==> src/rtl/uart_pkg.sv <==
// Shared UART definitions: arbiter and transmitter state encodings plus
// small timing/index helpers used across the TX path.
package uart_pkg;

    typedef enum logic [1:0] {
        IDLE      = 2'b00,
        WAIT_DONE = 2'b01,
        HOLD      = 2'b10
    } arb_state_t;

    typedef enum logic [2:0] {
        TX_IDLE      = 3'b000,
        TX_START_BIT = 3'b001,
        TX_DATA_BITS = 3'b010,
        TX_STOP_BIT  = 3'b011,
        TX_CLEANUP   = 3'b100
    } tx_state_t;

    // A full 10-bit frame plus two bit-times of slack before the watchdog fires.
    function automatic int timeout_cycles(input int clks_per_bit);
        return 12 * clks_per_bit;
    endfunction

    function automatic int wrap_inc(input int base, input int off, input int n);
        int s;
        s = base + off;
        return (s >= n) ? s - n : s;
    endfunction

endpackage

==> src/rtl/uart_tx_arbiter_rr_pick.sv <==
// Combinational round-robin picker: first set request at or after ptr,
// wrapping modulo NUM_REQ. Shared by TX and future RX arbitration.
module rr_pick
    import uart_pkg::*;
#(
    parameter int NUM_REQ = 4,
    parameter int IDX_W   = $clog2(NUM_REQ)
) (
    input  logic [NUM_REQ-1:0] req,
    input  logic [IDX_W-1:0]   ptr,
    output logic [NUM_REQ-1:0] pick_onehot,
    output logic [IDX_W-1:0]   pick_idx,
    output logic               pick_valid
);

    logic [IDX_W-1:0] cand;

    always_comb begin
        pick_onehot = '0;
        pick_idx    = '0;
        pick_valid  = 1'b0;
        cand        = '0;
        for (int i = 0; i < NUM_REQ; i++) begin
            cand = IDX_W'(wrap_inc(int'(ptr), i, NUM_REQ));
            if (!pick_valid && req[cand]) begin
                pick_valid        = 1'b1;
                pick_idx          = cand;
                pick_onehot[cand] = 1'b1;
            end
        end
    end

endmodule

==> src/rtl/uart_tx_arbiter.sv <==
// Round-robin sharing of one UART transmitter among NUM_REQ byte producers,
// with per-producer packet lock and a watchdog for stalls and abandoned locks.
//
// state     | meaning
// IDLE      | transmitter free, waiting for any request
// WAIT_DONE | byte handed to UART_TX, waiting for its done pulse
// HOLD      | packet lock held, only the owner may send the next byte
module uart_tx_arbiter
    import uart_pkg::*;
#(
    parameter int NUM_REQ        = 4,
    parameter int CLKS_PER_BIT   = 434,
    parameter int TIMEOUT_CYCLES = timeout_cycles(CLKS_PER_BIT)
) (
    input  logic                 i_Clock,
    input  logic                 i_enable,
    input  logic [NUM_REQ-1:0]   i_req_valid,
    input  logic [8*NUM_REQ-1:0] i_req_data,
    input  logic [NUM_REQ-1:0]   i_req_last,
    output logic [NUM_REQ-1:0]   o_req_ack,
    output logic                 o_tx_start,
    output logic [7:0]           o_tx_data,
    input  logic                 i_tx_done,
    output logic [NUM_REQ-1:0]   o_grant,
    output logic                 o_busy,
    output logic                 o_timeout,
    output logic [2:0]           o_timeout_id
);

    localparam int IDX_W = $clog2(NUM_REQ);
    localparam int WD_W  = $clog2(TIMEOUT_CYCLES);

    arb_state_t           state, state_nxt;
    logic [IDX_W-1:0]     rr_ptr, rr_ptr_nxt;
    logic [IDX_W-1:0]     owner, owner_nxt, owner_next;
    logic                 lock, lock_nxt;
    logic [WD_W-1:0]      wd_cnt, wd_nxt;
    logic                 wd_expired;

    logic [NUM_REQ-1:0]   ack_nxt, grant_nxt, pick_onehot, sel_onehot;
    logic                 start_nxt, timeout_nxt, pick_valid;
    logic [7:0]           data_nxt, sel_data;
    logic [2:0]           tid_nxt;
    logic [IDX_W-1:0]     pick_idx, load_idx;
    logic                 sel_last, load, expire;

    rr_pick #(.NUM_REQ(NUM_REQ), .IDX_W(IDX_W)) u_rr_pick (
        .req         (i_req_valid),
        .ptr         (rr_ptr),
        .pick_onehot (pick_onehot),
        .pick_idx    (pick_idx),
        .pick_valid  (pick_valid)
    );

    // In HOLD only the current owner may be captured; otherwise the rr pick.
    assign load_idx   = (state == HOLD) ? owner : pick_idx;
    assign sel_onehot = (state == HOLD) ? (NUM_REQ'(1) << owner) : pick_onehot;
    assign owner_next = IDX_W'(wrap_inc(int'(owner), 1, NUM_REQ));
    assign wd_expired = (wd_cnt == WD_W'(TIMEOUT_CYCLES - 1));
    assign o_busy     = (state != IDLE);

    always_comb begin
        sel_data = '0;
        sel_last = 1'b0;
        for (int i = 0; i < NUM_REQ; i++) begin
            if (load_idx == IDX_W'(i)) begin
                sel_data = i_req_data[8*i +: 8];
                sel_last = i_req_last[i];
            end
        end
    end

    always_comb begin
        state_nxt   = state;
        rr_ptr_nxt  = rr_ptr;
        owner_nxt   = owner;
        lock_nxt    = lock;
        wd_nxt      = wd_cnt;
        grant_nxt   = o_grant;
        data_nxt    = o_tx_data;
        tid_nxt     = o_timeout_id;
        ack_nxt     = '0;
        start_nxt   = 1'b0;
        timeout_nxt = 1'b0;
        load        = 1'b0;
        expire      = 1'b0;

        case (state)
            IDLE: load = pick_valid;
            WAIT_DONE: begin
                // A done on the expiry cycle still counts as a completed byte.
                if (i_tx_done) begin
                    wd_nxt = '0;
                    if (lock) begin
                        state_nxt = HOLD;
                    end else begin
                        rr_ptr_nxt = owner_next;
                        grant_nxt  = '0;
                        state_nxt  = IDLE;
                    end
                end else if (wd_expired) begin
                    expire = 1'b1;
                end else begin
                    wd_nxt = wd_cnt + WD_W'(1);
                end
            end
            HOLD: begin
                if (i_req_valid[owner]) begin
                    load = 1'b1;
                end else if (wd_expired) begin
                    expire = 1'b1;
                end else begin
                    wd_nxt = wd_cnt + WD_W'(1);
                end
            end
            default: state_nxt = IDLE;
        endcase

        if (load) begin
            owner_nxt = load_idx;
            grant_nxt = sel_onehot;
            ack_nxt   = sel_onehot;
            data_nxt  = sel_data;
            start_nxt = 1'b1;
            lock_nxt  = !sel_last;
            wd_nxt    = '0;
            state_nxt = WAIT_DONE;
        end

        if (expire) begin
            timeout_nxt = 1'b1;
            tid_nxt     = 3'(owner);
            lock_nxt    = 1'b0;
            grant_nxt   = '0;
            rr_ptr_nxt  = owner_next;
            wd_nxt      = '0;
            state_nxt   = IDLE;
        end
    end

    always_ff @(posedge i_Clock or negedge i_enable) begin
        if (!i_enable) begin
            state        <= IDLE;
            rr_ptr       <= '0;
            owner        <= '0;
            lock         <= 1'b0;
            wd_cnt       <= '0;
            o_req_ack    <= '0;
            o_tx_start   <= 1'b0;
            o_tx_data    <= '0;
            o_grant      <= '0;
            o_timeout    <= 1'b0;
            o_timeout_id <= '0;
        end else begin
            state        <= state_nxt;
            rr_ptr       <= rr_ptr_nxt;
            owner        <= owner_nxt;
            lock         <= lock_nxt;
            wd_cnt       <= wd_nxt;
            o_req_ack    <= ack_nxt;
            o_tx_start   <= start_nxt;
            o_tx_data    <= data_nxt;
            o_grant      <= grant_nxt;
            o_timeout    <= timeout_nxt;
            o_timeout_id <= tid_nxt;
        end
    end

endmodule

==> config.mk <==
export PLATFORM = sky130hd
export DESIGN_NAME = uart_tx_arbiter
export DESIGN_NICKNAME = d
export VERILOG_FILES = /design/src/rtl/uart_pkg.sv /design/src/rtl/uart_tx_arbiter_rr_pick.sv /design/src/rtl/uart_tx_arbiter.sv
export SDC_FILE = /design/constraint.sdc
export NUM_CORES = 1
export LEC_CHECK = 0
export ABC_AREA = 1
export CORE_MARGIN = 1.5
export CORE_UTILIZATION = 45
export CTS_BUF_LIST = sky130_fd_sc_hd__clkbuf_2 sky130_fd_sc_hd__clkbuf_4 sky130_fd_sc_hd__clkbuf_8
export DETAILED_ROUTE_END_ITERATION = 10
export GPL_TIMING_DRIVEN = 1
export PLACE_DENSITY = 0.75
export SLEW_MARGIN = 20
export SYNTH_ARGS = -nofsm -noshare
export SYNTH_HDL_FRONTEND = slang
export SYNTH_SLANG_ARGS = --single-unit
==> constraint.sdc <==
create_clock -name i_Clock -period 2.3 [get_ports i_Clock]
set_clock_uncertainty 0.15 [all_clocks]
set_input_delay 0.345 -clock i_Clock [delete_from_list [all_inputs] [get_ports i_Clock]]
set_output_delay 0.345 -clock i_Clock [all_outputs]
set_load 0.01 [all_outputs]
==> impl_metrics.csv, run 1 <==
group,metric,value,unit
grt,overflow,0,
grt,grt_pass1_vias,3033,
drt,post-route-drc-count,0,
sta,setup_tns,-57.0,ps
synthesis,mappedNetlistArea,2920,um^2
synthesis,avgSynthCellArea,7.26,um^2
sta,tightest_slew,532,ps
sta,hold_viol,0,
place,place_inst,575,
run,drv_cap,0,
clock_tree,cts_buffers,5,
grt,track_usage,0.229,
power_and_ir_drop,power-per-cell-area,1610,nW/um^2
floorplan,die_w,83.5,um
drt,vias,3286,
worst_setup_path,worstPathArrival,2430,ps
final_layout,drive_gt1_frac,0.260,
sta,max-slew-margin-rel,0.642,
sta,setup_ws,-31.3,ps
floorplan,io_pins,65,
worst_setup_path,startpoint_type,"register",
place,dp_hpwl,6030,um
worst_setup_path,critPathMaxFanout,5,
floorplan,core.rowCount,29,
grt,grt_max_degree,19,
clock_tree,clock-sinks,40,
clock_tree,cts_htree_levels,2,
sta,fin_crit_sh,1.01,
grt,antenna_found_initial,0,
final_layout,final_util,0.700,
worst_setup_path,crit-reg2reg-launch,"rr_ptr[0]",
synthesis,synth_cell_types,38,
synthesis,syn_inst,402,
clock_tree,cts_tree,"built",
final_layout,final_cells,596,
power_and_ir_drop,peakVddDrop,1000,uV
sta,setup_viol,5,
drt,first_pass_iters,5,
clock_tree,cts_root_buf,"clkbuf_8",
floorplan,die_y,83.5,um
final_layout,final-seq-area,1000,um^2
clock_tree,cts.reportedPaths.clkPinSlew,90,ps
drt,drt_iter0_markers,156,
floorplan,core,6310,um^2
synthesis,synth_edf_count,0,
final_layout,multi_input_area,1900,um^2
sta,fmax,429,MHz
synthesis,synth_warnings,0,
synthesis,yosysTopAreaCell,"dfrtp_1",
sta,rsz0062_at_grt,"yes",
status,violations,"setup timing",
power_and_ir_drop,total_power,7.11,mW
drt,routedWlPerCell,14.5,um
grt,grt_pass1_wl,13400,um
drt,ant_nets,0,
synthesis,ys_async_sr_fraction,1.00,
worst_setup_path,crit_type,"register to register",
synthesis,syn_nets,461,
sta,period_needed,2330,ps
floorplan,design.die.area,6980,um^2
final_layout,nFillCells,512,
worst_setup_path,worstSetupEndpointType,"register",
worst_hold_path,hp-class,"input pin to async pin",
drt,drt-total-wl,8660,um
synthesis,ys.flop_type,"dfrtp_1",
synthesis,synth-seq-cells,40,
synthesis,synth_seq_area_share,0.343,
sta,drv_slew,0,
clock_tree,worst_skew_pair.late_latency,300,ps
final_layout,design_area,4420,um^2
clock_tree,clockBufferDepth,2,
final_layout,insertedDiodeCount,0,
drt,avgViaCountPerCell,5.51,
final_layout,area_delta_synth_final,51.5,%
place,pre_cts_ws,-269,ps
worst_setup_path,critPathLaunch,"rr_ptr[0]",
sta,holdWs,296,ps
place,routabilityCongestion,0.909,
status,status,"complete, but fails checks",
floorplan,start_util,0.462,
worst_setup_path,critPathRequiredTime,2400,ps
place,port_buffers,63,
synthesis,synth_top_area_frac,0.343,
final_layout,nNetsFinal,577,
power_and_ir_drop,p_leak,2.04,nW
place,place_area,3930,um^2
synthesis,synth.area.top_cells,"dfrtp_1 (34%), nand2_1 (12%), nand3_1 (9.6%)",
-- state kept, by name, summed over array words and instances (netlist names) --
register and cells:
rr_ptr 2, o_tx_data 8, o_req_ack 4, lock 1, owner 2, o_tx_start 1
state 2, o_grant 4, wd_cnt 13, o_timeout_id 2, o_timeout 1
-- path summary, 6_finish.rpt --
| path | to | cells after the start | slack (ps) |
|---|---|---|---|
| hold / removal | o_req_ack[2] | 2 | 300 |
| min in group i_Clock | o_tx_data[5] | 2 | 340 |
| setup reg to reg | o_tx_data[3] | 17 | -30 |
| setup / recovery | o_tx_data[3] | 17 | -30 |
| max in group asynchronous | wd_cnt[0] | 3 | 1160 |
| hold reg to reg | o_tx_data[5] | 2 | 340 |
-- report_power, final --
| part | switching, mW | internal [mW] | total [mW] |
|---|---|---|---|
| Sequential | 0.139 | 0.929 | 1.07 |
| Clock | 0.269 | 0.243 | 0.512 |
| Combinational | 3.12 | 2.42 | 5.53 |
| Total | 3.52 | 3.59 | 7.11 |
-- layout by cell type (no fill, tap or decap), types with 3 or more instances in the layout --
| cell type | count |
|---|---|
| nand3_4 | 4 |
| nand3_1 | 44 |
| nand2_4 | 4 |
| nor2_1 | 24 |
| nand3_2 | 12 |
| buf_6 | 7 |
| clkdlybuf4s50_1 | 60 |
| nand4_1 | 18 |
| nand2_2 | 10 |
| inv_2 | 6 |
| o21ai_2 | 5 |
| nor2_2 | 3 |
| a21oi_1 | 12 |
| xor2_1 | 6 |
| buf_12 | 3 |
| nor3_1 | 3 |
| buf_4 | 41 |
| o21ai_0 | 15 |
| ha_1 | 11 |
| o21ai_1 | 13 |
| inv_1 | 40 |
| clkbuf_8 | 6 |
| nor2_4 | 3 |
| dfrtp_1 | 37 |
| dfrtp_2 | 3 |
| nand2_1 | 85 |
| clkinvlp_4 | 4 |
| ha_2 | 3 |
| nor4_1 | 5 |
-- cell families (layout without fill, tap and decap cells) --
family                     after synthesis  count (layout)  share of synthesized area
adders and majority gates               16              16                     0.0686
buffers and inverters                   61             176                     0.0922
other                                    1               1                    0.00129
and+or+nand+nor                        220             222                      0.362
AOI/OAI and AO/OA                       58              58                      0.114
xor gates and xnor gates                 6               6                     0.0180
DFF                                     40              40                      0.343
-- worst max-delay path, cell delays in order (launching register included) --
cell and delay [ps]:
dfrtp_2 440, inv_4 80, ha_4 210, inv_2 60, nand3_2 80, nand2_4 110
inv_2 50, nor2_4 130, nand3_2 90, nand2_2 60, inv_2 40, buf_4 130
a21boi_4 180, buf_6 150, nand3_1 100, nand4_1 110, nand2_1 60, nand2_1 50
-- synth_stat cells (3+ instances only) --
library cell	number
nand2_1	92
nand3_1	56
inv_1	45
dfrtp_1	40
nor2_1	25
o21ai_0	19
nand4_1	18
ha_1	16
a21oi_1	13
o21ai_1	13
nand2_2	6
xor2_1	6
buf_4	5
nor4_1	5
inv_2	4
nor3_1	4
a31oi_1	3
clkbuf_1	3
nand2_4	3
-- final cells by class --
type | count | share of cell area
Timing Repair Buffer | 117 | 0.253
Clock buffer | 6 | 0.0187
Tap cell | 77 | 0.0218
Sequential cell | 40 | 0.227
Timing Repair inverter | 1 | 0.00170
Inverter | 50 | 0.0456
Clock inverter | 2 | 0.00340
Multi-Input combinational cell | 303 | 0.429
-- timing repair --
action	in CTS	in global routing
pin swaps	1	25
hold buffers	1	0
resized for setup	2	66
endpoints found under the hold margin	11	0
setup buffers	0	10
cloned	0	3
endpoints found under the setup margin	2	29
-- per-layer routing --
metal  vias up  global-route usage  wire, um
met2       139               0.386      4390
met1      1554               0.312      3640
met4         0              0.0611       151
met3        14              0.0326       478
li1       1579                   -         -
met5         -                   0         0
(Power assumes the default switching activity.)
==> run 2, diff against run 1 <==
--- a/config.mk
+++ b/config.mk
@@ -6,12 +6,14 @@
 export NUM_CORES = 1
 export LEC_CHECK = 0
 export ABC_AREA = 1
+export CELL_PAD_IN_SITES_DETAIL_PLACEMENT = 0
+export CELL_PAD_IN_SITES_GLOBAL_PLACEMENT = 2
 export CORE_MARGIN = 1.5
-export CORE_UTILIZATION = 45
+export CORE_UTILIZATION = 26
 export CTS_BUF_LIST = sky130_fd_sc_hd__clkbuf_2 sky130_fd_sc_hd__clkbuf_4 sky130_fd_sc_hd__clkbuf_8
 export DETAILED_ROUTE_END_ITERATION = 10
 export GPL_TIMING_DRIVEN = 1
-export PLACE_DENSITY = 0.75
+export PLACE_DENSITY_LB_ADDON = 0.1
 export SLEW_MARGIN = 20
 export SYNTH_ARGS = -nofsm -noshare
 export SYNTH_HDL_FRONTEND = slang
==> run 2 against run 1 <==
The flow now finishes without violations. Die area increased by 70%. Final cell count increased by 15%. Fmax is 1.5% higher. Flip-flop and latch count did not move. Sequential share of layout area shrank 1.7 points. Total power up 13%. Critical path depth decreased by 3. Routed wire length rose by 13%. Critical path type unchanged. Worst hold slack better by 40 ps.
==> impl_metrics.csv, run 2 (same netlist as run 1, synthesis figures left out) <==
group,metric,value,unit
sta,drv_slew,0,
clock_tree,clock-sinks,40,
floorplan,io_pins,65,
sta,holdWs,336,ps
sta,fmax,435,MHz
drt,post-route-drc-count,0,
worst_setup_path,startpoint_type,"register",
power_and_ir_drop,p_int,4.38,mW
power_and_ir_drop,seqPwrFrac,0.130,
final_layout,nNetsFinal,604,
worst_setup_path,critPathTopFamily,"buffers and inverters",
drt,wl_met3,352,um
clock_tree,cts.reportedPaths.clkPinSlew,90,ps
drt,ant_nets,0,
grt,overflow,0,
floorplan,core.rowCount,38,
final_layout,largest_reg_flops,13,
clock_tree,cts_htree_levels,2,
floorplan,core,10900,um^2
worst_setup_path,crit_path_top_delay_cell,"dfrtp_2",
clock_tree,worst_skew_pair.late_latency,300,ps
sta,setup_viol,0,
final_layout,drive_gt1_frac,0.308,
place,pre_cts_ws,-328,ps
worst_setup_path,worstSetupEndpointType,"register",
sta,hold_viol,0,
sta,tightest_slew,692,ps
grt,track_usage,0.172,
status,status,"complete, no violations",
sta,rsz0062_at_grt,"yes",
final_layout,final_common_cell,"nand2_1",
run,drv_cap,0,
grt,grt_pass1_vias,3085,
power_and_ir_drop,comb_power_share,0.783,
drt,drt-total-wl,9750,um
power_and_ir_drop,p_leak,2.23,nW
final_layout,largestRegisters,"wd_cnt x13, o_tx_data x8",
final_layout,final_cell_mix,"nand2_1 (80), buf_4 (65), clkdlybuf4s50_1 (60)",
sta,max-slew-margin-rel,0.539,
power_and_ir_drop,total_power,8.07,mW
power_and_ir_drop,peakVddDrop,670,uV
clock_tree,cts_buffers,5,
worst_setup_path,critPathMaxFanout,5,
drt,wl_met1,4970,um
worst_setup_path,cpPeakStageDelay,400,ps
power_and_ir_drop,clock_power_share,0.087,
drt,routedWlPerCell,14.2,um
power_and_ir_drop,p_sw_frac,0.457,
sta,setup_ws,2.77,ps
drt,first_pass_iters,4,
grt,grt_max_degree,30,
power_and_ir_drop,switchingPower,3.69,mW
final_layout,insertedDiodeCount,0,
worst_setup_path,critPathBufInv,6,
sta,fin_crit_sh,0.999,
floorplan,die_w,109,um
drt,drt_iter0_markers,107,
place,dp_hpwl,7280,um
drt,vias,3197,
final_layout,top_register,"wd_cnt",
drt,highest_layer,"met4",
sta,period_needed,2300,ps
floorplan,die_y,109,um
worst_setup_path,worstPathArrival,2340,ps
clock_tree,clockBufferDepth,2,
place,routabilityCongestion,0.870,
worst_hold_path,hp-class,"register to register",
power_and_ir_drop,power-per-cell-area,1690,nW/um^2
worst_setup_path,path_cells,"inv_4 -> ha_4 -> inv_4 -> nand3_2 -> nand2_2 -> buf_4 -> buf_4 -> o21ai_2 -> nand2_2 -> clkinv_4 -> nand3_4 -> buf_12 -> a31oi_4 -> nor2_1",
worst_setup_path,critPathRequiredTime,2340,ps
drt,dr_wl_met2,4260,um
floorplan,start_util,0.268,
final_layout,area_delta_synth_final,64.0,%
clock_tree,cts_root_buf,"clkbuf_8",
clock_tree,cts_tree,"built",
place,port_buffers,63,
drt,avgViaCountPerCell,4.67,
grt,antenna_found_initial,0,
floorplan,design.die.area,11900,um^2
worst_setup_path,crit_type,"register to register",
grt,grt_pass1_wl,15800,um
==> run 2: layout make-up <==
cell class / instances / area, um^2
fillers: 1146 / 6100
well taps: 140 / 175
repair buffers: 145 / 1370
flip-flops and latches: 40 / 1000
multi-input cells: 303 / 1890
clock inverters: 2 / 60.1
clock buffers: 5 / 68.8
inverters: 50 / 208
==> run 2: worst register-to-register path: stages (launching register included) <==
cell and delay (ps):
dfrtp_2 400, inv_4 50, ha_4 300, inv_4 50, nand3_2 70, nand2_2 50
buf_4 120, buf_4 120, o21ai_2 140, nand2_2 90, clkinv_4 90, nand3_4 180
buf_12 200, a31oi_4 110, nor2_1 60
==> run 2: path summary, 6_finish.rpt <==
kind	from	endpoint	slack, ps	depth (start not counted)
worst min register to register	o_tx_data[0]	o_tx_data[0]	340	2
min in group asynchronous	i_enable	rr_ptr[1]	470	2
worst min-delay path	o_tx_data[0]	o_tx_data[0]	340	2
max in group asynchronous	i_enable	wd_cnt[8]	940	3
worst max register to register	rr_ptr[0]	wd_cnt[8]	3	14
worst max-delay path	rr_ptr[0]	wd_cnt[8]	3	14
==> run 2: power by group through the flow <==
stage,logic (mW),registers (mW),clock network (mW)
2_1_floorplan,2.79,1.13,0
3_3_place_gp,4.92,1.06,0
3_5_place_dp,4.92,1.06,0
4_1_cts,5.86,1.05,0.735
5_1_grt,6.92,1.08,0.759
6_report,6.32,1.05,0.700
==> run 2: per-layer routing <==
layer	GRT usage	up-vias
met2	0.263	76
li1	-	1632
met1	0.249	1478
met3	0.0245	11
met5	0	-
met4	0.0508	0
==> run 2: repair_timing <==
item	CTS	global route
cloned	3	0
setup endpoints to repair	13	33
gates resized for setup	35	49
buffers inserted	11	6
pin swaps	22	29
hold buffers	1	0
endpoints found under the hold margin	27	0
==> run 2: metrics by stage <==
stage               area, um^2  TNS (ps)  cells   util
floorplan                 2940         0    402      -
global placement          4180     -8320    658  0.384
detailed placement        4180     -7540    658  0.384
CTS                       4570      -120    680  0.420
global route              4780     -1790    685  0.439
finish                    4780         0    685  0.439
